File: src/rtl/ram_arbiter_if.sv
// ram_arbiter_if: bundles both bus masters and the single-port RAM port that
// ram_arbiter sits between.
//
// Handshake: a master raises mN_req with mN_we/mN_addr/mN_wdata valid and
// holds req until mN_done. The arbiter copies the request on the edge that
// grants it. mN_gnt is high while the master owns the RAM (ACCESS and DONE).
// mN_done is a one-cycle pulse. In a read, mN_rdata is valid from that pulse
// until the master's next read completes. On the RAM side, ram_load/ram_save
// qualify ram_addr/ram_data, and ram_value is sampled RAM_LATENCY cycles
// after the enable first rises.
//
// Modports:
//   slave  - the arbiter's view (requests and ram_value in, everything else out)
//   master - the environment's view (the mirror image)
// dbg_state exposes the arbiter FSM state (IDLE=0, ACCESS=1, DONE=2).
interface ram_arbiter_if #(
  parameter int ADDR_WIDTH = 32,
  parameter int DATA_WIDTH = 32
);
  logic                  m0_req;
  logic                  m0_we;
  logic [ADDR_WIDTH-1:0] m0_addr;
  logic [DATA_WIDTH-1:0] m0_wdata;
  logic                  m0_gnt;
  logic [DATA_WIDTH-1:0] m0_rdata;
  logic                  m0_done;

  logic                  m1_req;
  logic                  m1_we;
  logic [ADDR_WIDTH-1:0] m1_addr;
  logic [DATA_WIDTH-1:0] m1_wdata;
  logic                  m1_gnt;
  logic [DATA_WIDTH-1:0] m1_rdata;
  logic                  m1_done;

  logic                  ram_load;
  logic                  ram_save;
  logic [ADDR_WIDTH-1:0] ram_addr;
  logic [DATA_WIDTH-1:0] ram_data;
  logic [DATA_WIDTH-1:0] ram_value;

  logic [1:0]            dbg_state;

  modport slave (
    input  m0_req, m0_we, m0_addr, m0_wdata,
    output m0_gnt, m0_rdata, m0_done,
    input  m1_req, m1_we, m1_addr, m1_wdata,
    output m1_gnt, m1_rdata, m1_done,
    output ram_load, ram_save, ram_addr, ram_data,
    input  ram_value,
    output dbg_state
  );

  modport master (
    output m0_req, m0_we, m0_addr, m0_wdata,
    input  m0_gnt, m0_rdata, m0_done,
    output m1_req, m1_we, m1_addr, m1_wdata,
    input  m1_gnt, m1_rdata, m1_done,
    input  ram_load, ram_save, ram_addr, ram_data,
    output ram_value,
    input  dbg_state
  );
endinterface

File: src/rtl/ram_arbiter.sv
// ram_arbiter: shares one single-port RAM between two bus masters
// (m0 = CPU fetch/data, m1 = loader/DMA or I/O). Accesses are serialised
// through an IDLE -> ACCESS -> DONE FSM. Ties are broken round-robin
// (FIXED_PRIO=0) or always in favour of m0 (FIXED_PRIO=1).
//
// Ports:
//   clk   - system clock, rising edge
//   reset - synchronous, active-high; aborts any access in flight
//   bus   - ram_arbiter_if.slave: m0_*/m1_* master ports, ram_* RAM port,
//           dbg_state
//
// Timing: a request present in an IDLE cycle is taken at the end of that
// cycle. ACCESS then lasts RAM_LATENCY cycles and DONE lasts one. The done
// pulse therefore appears RAM_LATENCY+1 cycles after the cycle in which the
// request was presented. One access completes every RAM_LATENCY+2 cycles.
module ram_arbiter #(
  parameter int ADDR_WIDTH  = 32,
  parameter int DATA_WIDTH  = 32,
  parameter int RAM_LATENCY = 1,
  parameter int FIXED_PRIO  = 0
) (
  input  logic          clk,
  input  logic          reset,
  ram_arbiter_if.slave  bus
);

  if (RAM_LATENCY < 1 || RAM_LATENCY > 4) begin : g_bad_latency
    $error("ram_arbiter: RAM_LATENCY must be in 1..4");
  end

  localparam int CNT_W = 2;

  typedef enum logic [1:0] {
    IDLE   = 2'd0,
    ACCESS = 2'd1,
    DONE   = 2'd2
  } state_t;

  state_t                state_q, state_d;
  logic [CNT_W-1:0]      cnt_q;
  logic                  owner_q;        // 0 = m0, 1 = m1
  logic                  last_winner_q;
  logic                  we_q;
  logic [ADDR_WIDTH-1:0] addr_q;
  logic [DATA_WIDTH-1:0] data_q;
  logic [DATA_WIDTH-1:0] rdata0_q;
  logic [DATA_WIDTH-1:0] rdata1_q;

  logic any_req;
  logic winner;

  // Winner selection. It only matters in IDLE, but it is computed every cycle.
  always_comb begin
    any_req = bus.m0_req | bus.m1_req;
    winner  = 1'b0;
    if (bus.m0_req && bus.m1_req) begin
      winner = (FIXED_PRIO != 0) ? 1'b0 : ~last_winner_q;
    end else begin
      winner = bus.m1_req;
    end
  end

  always_comb begin
    state_d = state_q;
    case (state_q)
      IDLE:    if (any_req) state_d = ACCESS;
      ACCESS:  if (cnt_q == '0) state_d = DONE;
      DONE:    state_d = IDLE;
      default: state_d = IDLE;
    endcase
  end

  always_ff @(posedge clk) begin
    if (reset) begin
      state_q       <= IDLE;
      cnt_q         <= '0;
      owner_q       <= 1'b0;
      last_winner_q <= 1'b1;  // m0 wins the first tie
      we_q          <= 1'b0;
      addr_q        <= '0;
      data_q        <= '0;
      rdata0_q      <= '0;
      rdata1_q      <= '0;
    end else begin
      state_q <= state_d;
      case (state_q)
        IDLE: begin
          if (any_req) begin
            owner_q       <= winner;
            last_winner_q <= winner;
            we_q          <= winner ? bus.m1_we    : bus.m0_we;
            addr_q        <= winner ? bus.m1_addr  : bus.m0_addr;
            data_q        <= winner ? bus.m1_wdata : bus.m0_wdata;
            cnt_q         <= CNT_W'(RAM_LATENCY - 1);
          end
        end
        ACCESS: begin
          if (cnt_q == '0) begin
            // ram_value is valid on this final ACCESS edge.
            if (!we_q) begin
              if (owner_q) rdata1_q <= bus.ram_value;
              else         rdata0_q <= bus.ram_value;
            end
          end else begin
            cnt_q <= cnt_q - 1'b1;
          end
        end
        default: ;
      endcase
    end
  end

  logic busy;
  logic in_access;
  logic in_done;

  always_comb begin
    busy      = (state_q != IDLE);
    in_access = (state_q == ACCESS);
    in_done   = (state_q == DONE);
  end

  assign bus.m0_gnt    = busy & ~owner_q;
  assign bus.m1_gnt    = busy & owner_q;
  assign bus.m0_done   = in_done & ~owner_q;
  assign bus.m1_done   = in_done & owner_q;
  assign bus.m0_rdata  = rdata0_q;
  assign bus.m1_rdata  = rdata1_q;
  assign bus.ram_load  = in_access & ~we_q;
  assign bus.ram_save  = in_access & we_q;
  assign bus.ram_addr  = addr_q;
  assign bus.ram_data  = data_q;
  assign bus.dbg_state = state_q;

endmodule

File: src/flat_wrapper.sv
// flat-port wrapper written by rule: the top's interface ports become plain ports
module ram_arbiter_flat 
#(
  parameter int ADDR_WIDTH  = 32,
  parameter int DATA_WIDTH  = 32,
  parameter int RAM_LATENCY = 1,
  parameter int FIXED_PRIO  = 0
)
  (clk, reset, bus_m0_req, bus_m0_we, bus_m0_addr, bus_m0_wdata, bus_m0_gnt, bus_m0_rdata, bus_m0_done, bus_m1_req, bus_m1_we, bus_m1_addr, bus_m1_wdata, bus_m1_gnt, bus_m1_rdata, bus_m1_done, bus_ram_load, bus_ram_save, bus_ram_addr, bus_ram_data, bus_ram_value, bus_dbg_state);
  ram_arbiter_if #(.ADDR_WIDTH(ADDR_WIDTH), .DATA_WIDTH(DATA_WIDTH)) bus_i ();
  input  logic clk;
  input  logic reset;
  input wire logic [$bits(bus_i.m0_req)-1:0] bus_m0_req;
  input wire logic [$bits(bus_i.m0_we)-1:0] bus_m0_we;
  input wire logic [$bits(bus_i.m0_addr)-1:0] bus_m0_addr;
  input wire logic [$bits(bus_i.m0_wdata)-1:0] bus_m0_wdata;
  output wire logic [$bits(bus_i.m0_gnt)-1:0] bus_m0_gnt;
  output wire logic [$bits(bus_i.m0_rdata)-1:0] bus_m0_rdata;
  output wire logic [$bits(bus_i.m0_done)-1:0] bus_m0_done;
  input wire logic [$bits(bus_i.m1_req)-1:0] bus_m1_req;
  input wire logic [$bits(bus_i.m1_we)-1:0] bus_m1_we;
  input wire logic [$bits(bus_i.m1_addr)-1:0] bus_m1_addr;
  input wire logic [$bits(bus_i.m1_wdata)-1:0] bus_m1_wdata;
  output wire logic [$bits(bus_i.m1_gnt)-1:0] bus_m1_gnt;
  output wire logic [$bits(bus_i.m1_rdata)-1:0] bus_m1_rdata;
  output wire logic [$bits(bus_i.m1_done)-1:0] bus_m1_done;
  output wire logic [$bits(bus_i.ram_load)-1:0] bus_ram_load;
  output wire logic [$bits(bus_i.ram_save)-1:0] bus_ram_save;
  output wire logic [$bits(bus_i.ram_addr)-1:0] bus_ram_addr;
  output wire logic [$bits(bus_i.ram_data)-1:0] bus_ram_data;
  input wire logic [$bits(bus_i.ram_value)-1:0] bus_ram_value;
  output wire logic [$bits(bus_i.dbg_state)-1:0] bus_dbg_state;
  assign bus_i.m0_req = bus_m0_req;
  assign bus_i.m0_we = bus_m0_we;
  assign bus_i.m0_addr = bus_m0_addr;
  assign bus_i.m0_wdata = bus_m0_wdata;
  assign bus_m0_gnt = bus_i.m0_gnt;
  assign bus_m0_rdata = bus_i.m0_rdata;
  assign bus_m0_done = bus_i.m0_done;
  assign bus_i.m1_req = bus_m1_req;
  assign bus_i.m1_we = bus_m1_we;
  assign bus_i.m1_addr = bus_m1_addr;
  assign bus_i.m1_wdata = bus_m1_wdata;
  assign bus_m1_gnt = bus_i.m1_gnt;
  assign bus_m1_rdata = bus_i.m1_rdata;
  assign bus_m1_done = bus_i.m1_done;
  assign bus_ram_load = bus_i.ram_load;
  assign bus_ram_save = bus_i.ram_save;
  assign bus_ram_addr = bus_i.ram_addr;
  assign bus_ram_data = bus_i.ram_data;
  assign bus_i.ram_value = bus_ram_value;
  assign bus_dbg_state = bus_i.dbg_state;
  ram_arbiter #(.ADDR_WIDTH(ADDR_WIDTH), .DATA_WIDTH(DATA_WIDTH), .RAM_LATENCY(RAM_LATENCY), .FIXED_PRIO(FIXED_PRIO)) u_core (.clk(clk), .reset(reset), .bus(bus_i));
endmodule
File: config.mk
export PLATFORM = sky130hd
export DESIGN_NAME = ram_arbiter_flat
export DESIGN_NICKNAME = d
export VERILOG_FILES = /design/src/rtl/ram_arbiter_if.sv /design/src/rtl/ram_arbiter.sv /design/src/flat_wrapper.sv
export SDC_FILE = /design/constraint.sdc
export NUM_CORES = 1
export LEC_CHECK = 0
export ABC_AREA = 1
export CORE_MARGIN = 2
export CORE_UTILIZATION = 35
export CTS_CLUSTER_DIAMETER = 50
export DETAILED_ROUTE_END_ITERATION = 7
export DONT_BUFFER_PORTS = 1
export GPL_TIMING_DRIVEN = 0
export PLACE_DENSITY_LB_ADDON = 0.15
export SYNTH_ARGS = -nofsm -noshare
export SYNTH_HDL_FRONTEND = slang
export SYNTH_SLANG_ARGS = --single-unit
File: constraint.sdc
create_clock -name clk -period 4.03 [get_ports clk]
set_clock_uncertainty 0.1 [all_clocks]
set_input_delay 1.209 -clock clk [delete_from_list [all_inputs] [get_ports clk]]
set_output_delay 1.209 -clock clk [all_outputs]
set_load 0.02 [all_outputs]
==> flow_metrics.tcl, run 1 <==
set metrics [dict create \
    num_antenna_cells 0 \
    end_kind "output port" \
    gp_congestion 0.786 \
    vdd_drop_max_mv 0.295 \
    root_buffer "clkbuf_16" \
    power.switching_uw 1300 \
    p_seq_share_pct 44.4 \
    slew_headroom_pct 42.9 \
    rsz0062_at_grt "false" \
    period_share_pct 78.8 \
    ctsHtreeMaxLevel 4 \
    critical_path.top_delay_family "simple AND/OR/NAND/NOR gates" \
    first_pass_iters 4 \
    setup_viol 0 \
    cts-resized-gates 0 \
    design.core.area_mm2 0.0185 \
    initial_utilization_pct 35.4 \
    ys_warn_count 0 \
    maxCapViolCount 0 \
    p_int_uw 2640 \
    slowest_stage "nor3_1" \
    crit_fanout 7 \
    avgSynthCellArea_um2 5.92 \
    drv_slew 0 \
    overflow 0 \
    crit_type "reg2out" \
    rows 50 \
    dieArea_mm2 0.0198 \
    initialDrtViolationCount 140 \
    postCtsSetupRepairBufs 0 \
    clkTransAtPathRegs_ps 60 \
    synth-seq-cells 135 \
    ys_types 22 \
    drt_wl_total_um 19100 \
    clock.fmax_ghz 0.315 \
    yosysSeqAreaShare_pct 41.2 \
    cts_buffer_depth 2 \
    num_vias 5909 \
    final_core_util_pct 40.2 \
    areaGrowthSynthToFinish_pct 13.5 \
    io_pins 302 \
    synth.net_count 1274 \
    clkLatencyLatePin_ps 420 \
    netlist_area_mm2 0.00656 \
    clockPowerShare_pct 39.6 \
    cts_buffers 17 \
    finalHoldViolCount 0 \
    io_buffers 0 \
    run_status "complete, no violations" \
    arrival_ps 1870 \
    clkSinkCount 135 \
    required_ps 2720 \
    leakage_uw 0.00402 \
    viasPerCell 4.30 \
    antenna_found_initial 0 \
    hpwl_um 14700 \
    nets 1293 \
    tightest_slew_ps 850 \
    ctsHoldBuffers 0 \
    drive_above_1_share_pct 7.37 \
    wl_per_cell_um 13.9 \
    p_per_area_mw_per_mm2 530 \
    p_comb_share_pct 16.0 \
    hold_path_class "reg2reg" \
    grt_pass1_vias 5483 \
    die_w_um 141 \
    drc 0 \
    synth_cells 1107 \
    grt_pass1_wl_um 29400 \
    path_cells "inv_2 > nor3_1" \
    cts_tree "built" \
    drtAntennaViolNets 0 \
    period_needed_ps 3180 \
    setup_tns_ps 0 \
    start_kind "flop" \
    grt_start_max_net_pins 17 \
    switching_share_pct 33.1 \
    grtUsageTotal_pct 19.2 \
    die_h_um 141 \
    critPathMaxStageDelay_ps 720 \
    path_buf_inv 1 \
]
kinds of logic after synthesis:
group	count (synthesis)	share of synthesized area (%)
AND/OR/NAND/NOR	743	43.2
AO/OA/AOI/OAI	4	0.420
flip-flops	135	41.2
buffers and inverters	224	15.0
adder cells (fa/ha/maj)	1	0.191
layout make-up:
type,instances,area (µm²)
Fill cell,2119,11100
Multi-Input combinational cell,748,2870
Sequential cell,135,2700
Inverter,169,634
Clock buffer,19,443
Buffer,55,348
Tap cell,234,293
Clock inverter,13,146
placed cells by master, fill, tap and decap left out, drive strengths merged:
master	n
a21oi	3
buf	49
bufinv	2
clkbuf	25
clkinv	6
clkinvlp	2
dfxtp	135
ha	1
inv	172
nand2	401
nand3	4
nand3b	1
nand4	1
nor2	334
nor3	2
o21ai	1
sequential cells by signal, summed over array words and instances, names as in the netlist, 2 cells and up:
signal,count
u_core.bus.dbg_state,2
u_core.bus.m0_rdata,32
u_core.bus.m1_rdata,32
u_core.bus.ram_addr,32
u_core.bus.ram_data,32
u_core.cnt_q,2
power by group through the flow:
stage | Clock (µW) | Combinational (µW) | Sequential [µW]
CTS | 1600 | 644 | 1750
global route | 1660 | 748 | 1770
detailed placement | 0 | 641 | 1780
floorplan | 0 | 512 | 1730
finish | 1560 | 630 | 1750
global placement | 0 | 637 | 1780
routing by layer:
layer	vias to the layer above	GRT usage (%)	share of wire (%)
li1	3187	-	-
met1	2492	21.5	41
met2	205	31.7	46
met3	25	9.58	11
met4	0	6.53	1.7
met5	-	0	0
path summary, 6_finish.rpt:
check	start	slack, ps	end	cells after the start
min	u_core.cnt_q[0]$_SDFFE_PP0P_	340	u_core.cnt_q[0]$_SDFFE_PP0P_	1
max	u_core.bus.dbg_state[1]$_SDFFE_PP0P_	850	bus_m1_done	2
max reg2reg	u_core.bus.dbg_state[0]$_SDFFE_PP0P_	2300	u_core.cnt_q[1]$_SDFFE_PP0P_	7
min reg2reg	u_core.cnt_q[0]$_SDFFE_PP0P_	340	u_core.cnt_q[0]$_SDFFE_PP0P_	1
through the flow:
step                area, µm²  total power (µW)  std cells  hold WS, ps  worst slack (ps)
CTS                      7440              4000       1373          341               761
global placement         6850              2420       1341          322              1220
detailed placement       6850              2420       1341          328              1220
finish                   7440              3940       1373          339               853
floorplan                6560              2250       1107          307              1640
global route             7440              4180       1373          351               768
cell usage after synthesis:
library cell / number / area [µm²]
buf_6: 11 / 124
clkbuf_1: 6 / 22.5
nor2_2: 2 / 12.5
inv_2: 3 / 11.3
a21oi_1: 2 / 10.0
a21oi_2: 1 / 8.76
nand3b_1: 1 / 7.51
o21ai_2: 1 / 8.76
buf_4: 8 / 60.1
buf_1: 7 / 26.3
nor2_1: 330 / 1240
inv_1: 166 / 623
nor3_1: 2 / 10.0
buf_2: 23 / 115
nand4_1: 1 / 6.26
nand2_2: 1 / 6.26
dfxtp_1: 135 / 2700
ha_1: 1 / 12.5
nand3_2: 1 / 10.0
nand2_1: 400 / 1500
nand3_1: 3 / 15.0
nor2_4: 2 / 22.5
Power figures use the tool's default switching activity.
==> run 2: changes to the inputs <==
==> constraint.sdc (replaced) <==
create_clock -name clk -period 2.8 [get_ports clk]
set_clock_uncertainty 0.1 [all_clocks]
set_input_delay 0.84 -clock clk [delete_from_list [all_inputs] [get_ports clk]]
set_output_delay 0.84 -clock clk [all_outputs]
set_load 0.02 [all_outputs]
==> run 2 against run 1 <==
  * Core utilization is 0.054 points higher
  * Die area stayed put
  * Power is 44% higher
  * First-iteration DRC count increased by 2.1%
  * Critical path type unchanged
==> flow_metrics.tcl, run 2 (synthesized netlist as in run 1, its figures left out) <==
set metrics [dict create \
    hold_path_class "reg2reg" \
    areaGrowthSynthToFinish_pct 13.6 \
    first_pass_iters 4 \
    drc 0 \
    vdd_drop_max_mv 0.425 \
    cts_tree "built" \
    gp_congestion 0.786 \
    path_buf_inv 1 \
    die_h_um 141 \
    critPathMaxStageDelay_ps 490 \
    period_share_pct 94.3 \
    layout_commonest_cell "nand2_1" \
    period_needed_ps 2640 \
    root_buffer "clkbuf_16" \
    wl_per_cell_um 13.9 \
    start_kind "flop" \
    antenna_found_initial 0 \
    io_buffers 0 \
    grt_pass1_vias 5475 \
    required_ps 1860 \
    slew_headroom_pct 52.2 \
    hpwl_um 14700 \
    critical_path.top_delay_family "simple AND/OR/NAND/NOR gates" \
    run_status "complete, no violations" \
    drtAntennaViolNets 0 \
    drive_above_1_share_pct 7.55 \
    clkSinkCount 135 \
    ctsHoldBuffers 0 \
    p_per_area_mw_per_mm2 761 \
    cts_buffer_depth 2 \
    finalHoldViolCount 0 \
    slowest_stage "dfxtp_1" \
    path_cells "buf_4 > nand2_1 > nor2_1" \
    clkTransAtPathRegs_ps 60 \
    arrival_ps 1700 \
    dieArea_mm2 0.0198 \
    tightest_slew_ps 718 \
    io_pins 302 \
    viasPerCell 4.29 \
    initialDrtViolationCount 143 \
    rows 50 \
    num_antenna_cells 0 \
    ctsHtreeMaxLevel 4 \
    rsz0062_at_grt "false" \
    setup_viol 0 \
    setup_tns_ps 0 \
    clkLatencyLatePin_ps 420 \
    layout_common_cells "nand2_1, nor2_1, inv_1" \
    wl_met1_um 7810 \
    maxCapViolCount 0 \
    end_kind "output port" \
    dpl_cell_area_mm2 0.00685 \
    cts_buffers 17 \
    wl_met3_um 2120 \
    nets 1293 \
    grtUsageTotal_pct 19.2 \
    clock.fmax_ghz 0.379 \
    overflow 0 \
    grt_start_max_net_pins 17 \
    die_w_um 141 \
    leakage_uw 0.00402 \
    met2_length_um 8870 \
    initial_utilization_pct 35.4 \
    grt_pass1_wl_um 29400 \
    design.core.area_mm2 0.0185 \
    top_layer_used "met4" \
    drv_slew 0 \
    num_vias 5893 \
    crit_type "reg2out" \
    crit_fanout 8 \
    drt_wl_total_um 19100 \
    fin_area_mm2 0.00745 \
]
-- run 2: cell counts in the layout (fill, tap and decap cells not counted) --
Identical to the previous run, type by type.
-- run 2: metrics by stage --
stage                     hold WS [ps]  setup slack (ps)  total power, µW  utilization (%)  std cells
after floorplan                    307               777             3230                -       1107
after global placement             322               360             3480             37.0       1341
after detailed placement           328               364             3490             37.0       1341
after CTS                          341               131             5760             40.2       1373
after global routing               351              81.7             6010             40.2       1373
final                              339               159             5670             40.2       1373
-- run 2: repair_timing --
item	in CTS	in global routing
resized for setup	2	0
setup endpoints to repair	2	0
buffers inserted	0	0
-- run 2: worst reg2reg max path, stage by stage, from the launching register on --
cell     delay (ps)
dfxtp_1         490
buf_4           230
nor2_2           60
o21ai_2         170
buf_2           330
nand2_1         110
nand3_1          80
nand2_1          60
-- run 2: report_power, final --
part	switching, µW	total [µW]	internal [µW]
sequential	393	2520	2120
clock	901	2240	1340
combinational	580	908	328
total	1870	5670	3800
-- run 2: cell type report --
| type | count | area (µm²) |
|---|---|---|
| buffer | 55 | 348 |
| clock buffer | 19 | 443 |
| clock inverter | 13 | 146 |
| fill | 2121 | 11100 |
| inverter | 169 | 634 |
| multi-input combinational | 748 | 2880 |
| sequential | 135 | 2700 |
| tap | 234 | 293 |
-- run 2: path summary, 6_finish.rpt --
path / slack, ps / to / from / cells after the start
worst max-delay path: 160 / bus_ram_save / u_core.bus.dbg_state[0]$_SDFFE_PP0P_ / 3
worst min-delay path: 340 / u_core.cnt_q[0]$_SDFFE_PP0P_ / u_core.cnt_q[0]$_SDFFE_PP0P_ / 1
worst max register to register: 1060 / u_core.cnt_q[1]$_SDFFE_PP0P_ / u_core.bus.dbg_state[0]$_SDFFE_PP0P_ / 7
worst min register to register: 340 / u_core.cnt_q[0]$_SDFFE_PP0P_ / u_core.cnt_q[0]$_SDFFE_PP0P_ / 1
-- run 2: metal layers --
layer,vias up,track usage (%)
met5,-,0
li1,3187,-
met2,208,31.7
met3,25,9.58
met1,2473,21.5
met4,0,6.53
==> run 3: changes to the inputs <==
--- a/config.mk
+++ b/config.mk
@@ -12,7 +12,6 @@
 export DETAILED_ROUTE_END_ITERATION = 7
 export DONT_BUFFER_PORTS = 1
 export GPL_TIMING_DRIVEN = 0
-export PLACE_DENSITY_LB_ADDON = 0.15
 export SYNTH_ARGS = -nofsm -noshare
 export SYNTH_HDL_FRONTEND = slang
 export SYNTH_SLANG_ARGS = --single-unit
==> run 3 against run 2 <==
  * Non-clock buffer count stayed put
  * Wire length decreased by 1.2%
  * Setup slack got worse by 9.9 ps
  * Die area stayed put
  * Power increased by 0.15%
  * Count of clock-buffer cells in the layout grew 1
  * Maximum frequency is 0.37% lower
  * Sequential share of layout area barely moved
  * Critical path depth down 1
  * Register-to-register slack lost 20 ps
  * Combinational power barely moved
  * Worst hold slack worse by 12 ps
  * Highest routed layer unchanged
==> flow_metrics.tcl, run 3 (synthesized netlist as in run 1, its figures left out) <==
set metrics [dict create \
    clkSinkCount 135 \
    grt_pass1_vias 5695 \
    die_h_um 141 \
    drive_above_1_share_pct 7.55 \
    cts_tree "built" \
    die_w_um 141 \
    period_needed_ps 2650 \
    r2r_cells 7 \
    p_int_uw 3830 \
    power_uw 5680 \
    period_share_pct 94.7 \
    grt_pass1_wl_um 29600 \
    p_comb_share_pct 16.0 \
    required_ps 1860 \
    vdd_drop_max_mv 0.382 \
    postCtsSetupRepairBufs 0 \
    hpwl_um 14600 \
    gp_congestion 0.803 \
    slowest_stage "nor3_1" \
    rr_endpoint "u_core.bus.m1_rdata[13]$_SDFFE_PP0P_" \
    cts_buffers 17 \
    ctsHtreeMaxLevel 4 \
    nets 1293 \
    fillers 2045 \
    clock.fmax_ghz 0.377 \
    rsz0062_at_grt "false" \
    p_per_area_mw_per_mm2 763 \
    grt_start_max_net_pins 17 \
    final_core_util_pct 40.2 \
    switching_share_pct 32.6 \
    drtAntennaViolNets 0 \
    layout_common_cells "nand2_1, nor2_1, inv_1" \
    end_kind "output port" \
    setup_viol 0 \
    hold_path_class "reg2reg" \
    drc 0 \
    hold_ws_ps 327 \
    path_cells "inv_2 > nor3_1" \
    drv_slew 0 \
    path_buf_inv 1 \
    overflow 0 \
    grtUsageTotal_pct 19.0 \
    maxCapViolCount 0 \
    start_kind "flop" \
    initial_utilization_pct 35.4 \
    hold_start "u_core.cnt_q[0]$_SDFFE_PP0P_" \
    areaGrowthSynthToFinish_pct 13.6 \
    num_vias 5981 \
    drt_wl_total_um 18900 \
    rows 50 \
    io_buffers 0 \
    finalHoldViolCount 0 \
    power.switching_uw 1850 \
    leakage_uw 0.00402 \
    clkTransAtPathRegs_ps 50 \
    initialDrtViolationCount 217 \
    wl_per_cell_um 13.8 \
    r2r_slack_ps 1040 \
    num_antenna_cells 0 \
    first_pass_iters 4 \
    tightest_slew_ps 708 \
    ctsHoldBuffers 0 \
    cts_buffer_depth 2 \
    min_path_cells 1 \
    critPathMaxStageDelay_ps 580 \
    viasPerCell 4.36 \
    dpl_cell_area_mm2 0.00685 \
    clkLatencyLatePin_ps 420 \
    layout_commonest_cell "nand2_1" \
    critical_path.top_delay_family "simple AND/OR/NAND/NOR gates" \
    crit_type "reg2out" \
    io_pins 302 \
    run_status "complete, no violations" \
    slew_headroom_pct 52.5 \
    worstReg2RegStart "u_core.bus.dbg_state[0]$_SDFFE_PP0P_" \
    cts-resized-gates 1 \
    fin_area_mm2 0.00744 \
    design.core.area_mm2 0.0185 \
    antenna_found_initial 0 \
    crit_fanout 7 \
    clockPowerShare_pct 39.7 \
    root_buffer "clkbuf_16" \
    p_seq_share_pct 44.3 \
    holdPathEnd "u_core.cnt_q[0]$_SDFFE_PP0P_" \
    arrival_ps 1710 \
    setup_tns_ps 0 \
    dieArea_mm2 0.0198 \
]
[run 3: changes by cell type in the layout (fill, tap and decap cells not counted), sizes merged]
cell / change
clkbuf: +1
clkinvlp: +1
inv: -2
[run 3: per-layer routing]
metal / global-route usage (%) / up-vias / part of all wire, %
met5: 0 / - / 0
met4: 8.16 / 0 / 2.5
met2: 32.4 / 225 / 47
li1: - / 3185 / -
met3: 8.56 / 32 / 10
met1: 20.3 / 2539 / 40
[run 3: layout make-up]
type                       count  area (µm²)  area share, %
multi-input combinational    748        2880           38.6
inverter                     169         634           8.52
clock inverter                12         125           1.68
clock buffer                  20         467           6.27
sequential                   135        2700           36.3
tap                          234         293           3.93
buffer                        55         348           4.67
[run 3: how the worst max path moves through the flow]
stage / slack [ps] / to / start / cells past startpoint
6_report: 150 / bus_m0_done / u_core.bus.dbg_state[1]$_SDFFE_PP0P_ / 2
5_1_grt: 70 / bus_m0_done / u_core.bus.dbg_state[1]$_SDFFE_PP0P_ / 2
3_5_place_dp: 410 / bus_m1_done / u_core.bus.dbg_state[1]$_SDFFE_PP0P_ / 2
3_3_place_gp: 390 / bus_m1_done / u_core.bus.dbg_state[1]$_SDFFE_PP0P_ / 2
2_1_floorplan: 780 / bus_m1_done / u_core.bus.dbg_state[1]$_SDFFE_PP0P_ / 2
4_1_cts: 110 / bus_m0_done / u_core.bus.dbg_state[1]$_SDFFE_PP0P_ / 2
[run 3: power groups by stage]
stage               Sequential (µW)  Combinational (µW)  Clock, µW
CTS                            2520                 926       2300
finish                         2510                 910       2250
global route                   2540                1080       2400
detailed placement             2560                 921          0
floorplan                      2490                 737          0
global placement               2560                 910          0
[run 3: metrics by stage]
| step | setup slack [ps] | std cells |
|---|---|---|
| after global routing | 70.8 | 1373 |
| after detailed placement | 410 | 1341 |
| after CTS | 110 | 1373 |
| after global placement | 393 | 1341 |
| final | 149 | 1373 |
| after floorplan | 777 | 1107 |
